--- src/rtl/pc_sequencer_pkg.sv ---
// -----------------------------------------------------------------------------
// pc_sequencer_pkg
// Shared encodings for the PC sequencer and the next-address mux that consumes
// its select output.
//   pc_sel_e      : next-address mux select codes
//   fault_code_e  : sticky fault reason reported by the sequencer
//   seq_state_e   : sequencer control states
// -----------------------------------------------------------------------------
package pc_sequencer_pkg;

    typedef enum logic [2:0] {
        PC_SEL_STACK  = 3'b000,
        PC_SEL_JR     = 3'b001,
        PC_SEL_NPC    = 3'b010,
        PC_SEL_BRANCH = 3'b011,
        PC_SEL_HALT   = 3'b100
    } pc_sel_e;

    typedef enum logic [1:0] {
        FAULT_NONE      = 2'b00,
        FAULT_OVERFLOW  = 2'b01,
        FAULT_UNDERFLOW = 2'b10
    } fault_code_e;

    typedef enum logic [1:0] {
        ST_RUN    = 2'b00,
        ST_HALTED = 2'b01,
        ST_FAULT  = 2'b10
    } seq_state_e;

endpackage

--- src/rtl/pc_sequencer_return_stack.sv ---
// -----------------------------------------------------------------------------
// return_stack
// LIFO of return addresses with an occupancy counter that never wraps.
// Ports:
//   clock, reset : clock and synchronous active-high reset (clears pointer only)
//   push, pop    : push push_data / drop the top entry on the next edge
//   push_data    : address to push
//   top          : most recent unpopped entry, 0 when empty
//   depth        : current occupancy, 0..DEPTH
//   full, empty  : occupancy flags
// -----------------------------------------------------------------------------
module return_stack #(
    parameter  int DEPTH  = 8,
    parameter  int ADDR_W = 32,
    localparam int PTR_W  = $clog2(DEPTH),
    localparam int CNT_W  = PTR_W + 1
) (
    input  logic              clock,
    input  logic              reset,
    input  logic              push,
    input  logic              pop,
    input  logic [ADDR_W-1:0] push_data,
    output logic [ADDR_W-1:0] top,
    output logic [CNT_W-1:0]  depth,
    output logic              full,
    output logic              empty
);

    localparam logic [CNT_W-1:0] CAPACITY = CNT_W'(DEPTH);
    localparam logic [CNT_W-1:0] CNT_ONE  = CNT_W'(1);
    localparam logic [PTR_W-1:0] PTR_ONE  = PTR_W'(1);

    logic [ADDR_W-1:0] entries [DEPTH];
    logic [CNT_W-1:0]  count_q;
    logic [PTR_W-1:0]  top_index;

    // Occupancy flags and the top-of-stack read. Because DEPTH is a power of
    // two, the low pointer bits minus one land on the right slot even when the
    // counter sits exactly at DEPTH.
    assign full      = (count_q == CAPACITY);
    assign empty     = (count_q == '0);
    assign depth     = count_q;
    assign top_index = count_q[PTR_W-1:0] - PTR_ONE;
    assign top       = empty ? '0 : entries[top_index];

    // Occupancy counter. Push is refused when full and pop when empty, so the
    // pointer stays inside 0..DEPTH whatever the caller asks for.
    always_ff @(posedge clock) begin
        if (reset) begin
            count_q <= '0;
        end else if (push && !full) begin
            count_q <= count_q + CNT_ONE;
        end else if (pop && !empty) begin
            count_q <= count_q - CNT_ONE;
        end
    end

    // Entry storage. Contents are not cleared on reset; the counter alone
    // decides which entries are live.
    always_ff @(posedge clock) begin
        if (!reset && push && !full) begin
            entries[count_q[PTR_W-1:0]] <= push_data;
        end
    end

endmodule

--- src/rtl/pc_sequencer.sv ---
// -----------------------------------------------------------------------------
// pc_sequencer
// Control-flow sequencer: decodes the control class of the current instruction
// into a next-address mux select, manages the return-address stack and tracks
// RUN / HALTED / FAULT state.
// Ports:
//   clock, reset          : clock and synchronous active-high reset
//   stall                 : pipeline stall, freezes PC and stack
//   instr_valid           : decode-stage control inputs valid
//   is_branch, branch_taken, is_jr, is_call, is_ret, is_halt : control class
//   resume                : leave HALTED
//   pc_1                  : PC+1, pushed as return address on call
//   pc_select             : next-address mux select (combinational)
//   stack_top             : top return-stack entry
//   stack_depth           : return-stack occupancy
//   halted, fault         : state flags
//   fault_code            : sticky fault reason, cleared only by reset
// -----------------------------------------------------------------------------
module pc_sequencer
    import pc_sequencer_pkg::*;
#(
    parameter  int STACK_DEPTH = 8,
    parameter  int ADDR_W      = 32,
    localparam int DEPTH_W     = $clog2(STACK_DEPTH) + 1
) (
    input  logic               clock,
    input  logic               reset,
    input  logic               stall,
    input  logic               instr_valid,
    input  logic               is_branch,
    input  logic               branch_taken,
    input  logic               is_jr,
    input  logic               is_call,
    input  logic               is_ret,
    input  logic               is_halt,
    input  logic               resume,
    input  logic [ADDR_W-1:0]  pc_1,
    output logic [2:0]         pc_select,
    output logic [ADDR_W-1:0]  stack_top,
    output logic [DEPTH_W-1:0] stack_depth,
    output logic               halted,
    output logic               fault,
    output logic [1:0]         fault_code
);

    seq_state_e  state_q;
    seq_state_e  state_next;
    fault_code_e fault_q;
    fault_code_e fault_next;
    pc_sel_e     sel;
    logic        do_push;
    logic        do_pop;
    logic        stack_full;
    logic        stack_empty;

    return_stack #(
        .DEPTH  (STACK_DEPTH),
        .ADDR_W (ADDR_W)
    ) u_return_stack (
        .clock     (clock),
        .reset     (reset),
        .push      (do_push),
        .pop       (do_pop),
        .push_data (pc_1),
        .top       (stack_top),
        .depth     (stack_depth),
        .full      (stack_full),
        .empty     (stack_empty)
    );

    // State and sticky fault code register. The fault code only changes on the
    // transition into FAULT, so once set it holds until reset.
    always_ff @(posedge clock) begin
        if (reset) begin
            state_q <= ST_RUN;
            fault_q <= FAULT_NONE;
        end else begin
            state_q <= state_next;
            fault_q <= fault_next;
        end
    end

    // Next-state and select decode. The select is purely combinational so the
    // mux sees it in the same cycle; stack and state follow on the next edge.
    // In RUN the flags are taken in strict priority order and lower-priority
    // flags are ignored. A ret on an empty stack or a call on a full stack
    // parks the machine in FAULT instead of touching the stack. Reset forces
    // the NPC select regardless of state.
    always_comb begin
        sel        = PC_SEL_NPC;
        state_next = state_q;
        fault_next = fault_q;
        do_push    = 1'b0;
        do_pop     = 1'b0;
        unique case (state_q)
            ST_RUN: begin
                if (stall) begin
                    sel = PC_SEL_HALT;
                end else if (instr_valid) begin
                    if (is_halt) begin
                        sel        = PC_SEL_HALT;
                        state_next = ST_HALTED;
                    end else if (is_ret) begin
                        if (!stack_empty) begin
                            sel    = PC_SEL_STACK;
                            do_pop = 1'b1;
                        end else begin
                            sel        = PC_SEL_HALT;
                            fault_next = FAULT_UNDERFLOW;
                            state_next = ST_FAULT;
                        end
                    end else if (is_call) begin
                        if (!stack_full) begin
                            sel     = PC_SEL_BRANCH;
                            do_push = 1'b1;
                        end else begin
                            sel        = PC_SEL_HALT;
                            fault_next = FAULT_OVERFLOW;
                            state_next = ST_FAULT;
                        end
                    end else if (is_jr) begin
                        sel = PC_SEL_JR;
                    end else if (is_branch && branch_taken) begin
                        sel = PC_SEL_BRANCH;
                    end
                end
            end
            ST_HALTED: begin
                sel = PC_SEL_HALT;
                if (resume) begin
                    state_next = ST_RUN;
                end
            end
            ST_FAULT: begin
                sel = PC_SEL_HALT;
            end
            default: begin
                sel        = PC_SEL_HALT;
                state_next = ST_FAULT;
            end
        endcase
        if (reset) begin
            sel     = PC_SEL_NPC;
            do_push = 1'b0;
            do_pop  = 1'b0;
        end
    end

    // Status outputs taken straight from the registered state.
    assign pc_select  = sel;
    assign halted     = (state_q == ST_HALTED);
    assign fault      = (state_q == ST_FAULT);
    assign fault_code = fault_q;

endmodule

--- config.mk ---
export PLATFORM = sky130hd
export DESIGN_NAME = pc_sequencer
export DESIGN_NICKNAME = d
export VERILOG_FILES = /design/src/rtl/pc_sequencer_pkg.sv /design/src/rtl/pc_sequencer_return_stack.sv /design/src/rtl/pc_sequencer.sv
export SDC_FILE = /design/constraint.sdc
export NUM_CORES = 1
export LEC_CHECK = 0
export CORE_MARGIN = 4
export CORE_UTILIZATION = 52
export DETAILED_ROUTE_END_ITERATION = 10
export PLACE_DENSITY = 0.76
export REMOVE_ABC_BUFFERS = 1
export SLEW_MARGIN = 25
export SYNTH_ARGS = -nofsm -noshare
export SYNTH_HDL_FRONTEND = slang
export SYNTH_SLANG_ARGS = --single-unit
--- constraint.sdc ---
create_clock -name clock -period 5.2 [get_ports clock]
set_input_delay 0.78 -clock clock [delete_from_list [all_inputs] [get_ports clock]]
set_output_delay 0.78 -clock clock [all_outputs]
set_load 0.005 [all_outputs]
==> impl_metrics.env <==
export IMPL_status="finished, final reports clean"
export IMPL_via_per_inst=5.779
export IMPL_slowest_stage="ha_2"
export IMPL_min_delay_start="fault_code[0]"
export IMPL_tightestPinTransition_ns=0.8725
export IMPL_cts_max_level=1
export IMPL_fin_hold_ws_ns=0.5081
export IMPL_reg2reg_to="u_return_stack.depth[3]"
export IMPL_period_share_pct=86.78
export IMPL_overflow=0
export IMPL_worst_skew_pair_late_latency_ns=0.53
export IMPL_max_cap_viol_count=0
export IMPL_hold_viol_final=0
export IMPL_clock_sinks=264
export IMPL_drtAntennaViolNets=0
export IMPL_setup_viol=0
export IMPL_cts_buffers=26
export IMPL_ff2ff_setup_slack_ns=1.84
export IMPL_p_leak_uw=0.003865
export IMPL_clkSlewWorstSetupHoldPaths_ns=0.07
export IMPL_grt_max_degree=40
export IMPL_wl_per_cell_um=22.93
export IMPL_synth_top_area_share_pct=74.24
export IMPL_cp_arrival_ns=3.73
export IMPL_fmax_mhz=221.6
export IMPL_clock_root_buffer="clkbuf_16"
export IMPL_cts_hold_buf=0
export IMPL_cts_setup_buffers=0
export IMPL_antenna_found_initial=0
export IMPL_port_buffers=85
export IMPL_n_antenna_cell=0
export IMPL_setup_tns_ns=0
export IMPL_num_rows=51
export IMPL_cp_data_required_time_ns=4.42
export IMPL_syn2layout_area_growth_pct=20.09
export IMPL_hold_end="fault_code[0]"
export IMPL_crit_path_start_kind="flip-flop"
export IMPL_vdd_drop_max_v=0.0002752
export IMPL_path_class="flip-flop to primary output"
export IMPL_hpwl_mm=12.13
export IMPL_ys_seq_area_share_pct=75.79
export IMPL_core_mm2=0.01953
export IMPL_worstHoldPathType="flip-flop to flip-flop"
export IMPL_synth_area_leaders="edfxtp_1, mux4_2, nand2_1"
export IMPL_hold_depth=2
export IMPL_grt_pass1_vias=5666
export IMPL_worstPathMaxFanout=36
export IMPL_worstPathCellList="inv_1 -> ha_2 -> buf_12 -> mux4_2 -> nand2_1 -> a21oi_1 -> clkdlybuf4s50_1"
export IMPL_drtIter0Drc=353
export IMPL_die_x_um=149.1
export IMPL_syn_avg_cell_area_um2=19.39
export IMPL_yosys_cell_count_top_type="edfxtp_1"
export IMPL_vias=5317
export IMPL_slew_viol_final=0
export IMPL_syn_inst=534
export IMPL_routed_wl_mm=21.09
export IMPL_place_congestion=0.8547
export IMPL_post_route_min_period_ns=4.513
export IMPL_io_pins=86
export IMPL_synthTopCellsByCount="edfxtp_1, nand2_1, mux4_2"
export IMPL_worstReg2RegStart="u_return_stack.depth[0]"
export IMPL_slew_headroom_pct=41.83
export IMPL_r2r_cells=10
export IMPL_final_nets=682
export IMPL_start_util_pct=53.03
export IMPL_drc=0
export IMPL_drive_gt1_share_pct=20.92
export IMPL_netlist_area_mm2=0.01035
export IMPL_async_flop_share_pct=0
export IMPL_ys_ff_latch=264
export IMPL_synth_top_cell_by_area="edfxtp_1"
export IMPL_clockBufferDepth=3
export IMPL_synth_flop_cell="edfxtp_1"
export IMPL_drtPass1Iterations=5
export IMPL_cts_resized=0
export IMPL_ys_warn_count=0
export IMPL_dieHeight_um=149.1
export IMPL_grt_pass1_wl_mm=32.80
export IMPL_die_area_mm2=0.02224
export IMPL_cts_tree="built"
export IMPL_slowest_delay_ns=0.93
export IMPL_rsz0062_at_grt="no"
export IMPL_worst_setup_path_end_kind="primary output"
export IMPL_clock_skew_ns=0.01583
export IMPL_yosysUniqueCellTypes=43
export IMPL_synth_edf_count=256
export IMPL_grt_util_all_layers_pct=19.35
export IMPL_power_density_mw_per_mm2=350.4
power breakdown:
group          internal [uW]  total [uW]  switching [uW]
Sequential              2330        2340            8.92
Combinational            131         271             140
Clock                    979        1740             764
Total                   3440        4360             912
cell families after synthesis:
logic type	Yosys count	synth area share [%]
buf+inv	33	1.414
mux	65	14.03
flops	264	75.79
fa+ha+maj	4	0.5559
xor+xnor	3	0.2538
simple gates	111	4.918
compound gates	54	3.045
placed cells by master, fill, tap and decap left out, types with 5 or more instances in the layout:
master           synthesis  layout
a21oi_1                 38      38
buf_4                    1      15
clkbuf_1                11       7
clkbuf_16                0      26
clkdlybuf4s50_1          0      85
clkinv_2                 0       7
dfxtp_1                  8       7
edfxtp_1               256     256
inv_1                    5       5
mux4_2                  64      64
nand2_1                 65      65
nor2_1                  16      10
nor2_4                   0       6
layout make-up:
class                   count  area, um2
flip-flops and latches    264       7851
fillers                  1393       7091
multi-input cells         237       2454
repair buffers            101      983.4
clock buffers              33      676.9
well taps                 265      331.6
clock inverters            15      120.1
inverters                   5      18.77
worst max path at each step:
stage | startpoint | slack [ns] | end | cells past startpoint
floorplan | u_return_stack.depth[0] | -2.35 | u_return_stack.entries[2][0] | 6
global placement | u_return_stack.depth[0] | 1.22 | stack_top[26] | 7
detailed placement | u_return_stack.depth[0] | 1.17 | stack_top[26] | 7
CTS | u_return_stack.depth[0] | 0.58 | stack_top[26] | 7
global route | u_return_stack.depth[0] | 0.39 | stack_top[26] | 7
finish | u_return_stack.depth[0] | 0.69 | stack_top[26] | 7
sequential cells by signal (all words and copies together), names as in the netlist:
name                    cells
u_return_stack.entries    256
fault_code                  2
u_return_stack.depth        4
state_q                     2
metrics by stage:
stage	total power, uW	area (um2)	cells	utilization [%]	setup slack (ns)
floorplan	2516	10230	506	-	-2.352
global placement	2652	11640	872	59.61	1.218
detailed placement	2662	11640	872	59.61	1.169
CTS	4397	12440	920	63.69	0.5841
global route	4508	12440	920	63.69	0.3854
finish	4357	12440	920	63.69	0.6872
critical path, delay by kind of cell, from the launching register on:
kind                       cells  cell delay [ns]
and+or+nand+nor                1             0.06
buffers and inverters          3             0.95
muxes                          1             0.21
DFF                            1             0.78
adders and majority gates      1             0.93
AOI/OAI and AO/OA              1             0.24
routing by layer:
metal	part of all wire (%)	wire [um]	vias up	global-route usage [%]
li1	-	-	2354	-
met1	41	8549	2757	25.68
met2	52	10970	173	33.79
met3	5.4	1148	33	3.555
met4	2.0	419	0	4.485
met5	0	0	-	0
(Power assumes the default switching activity.)
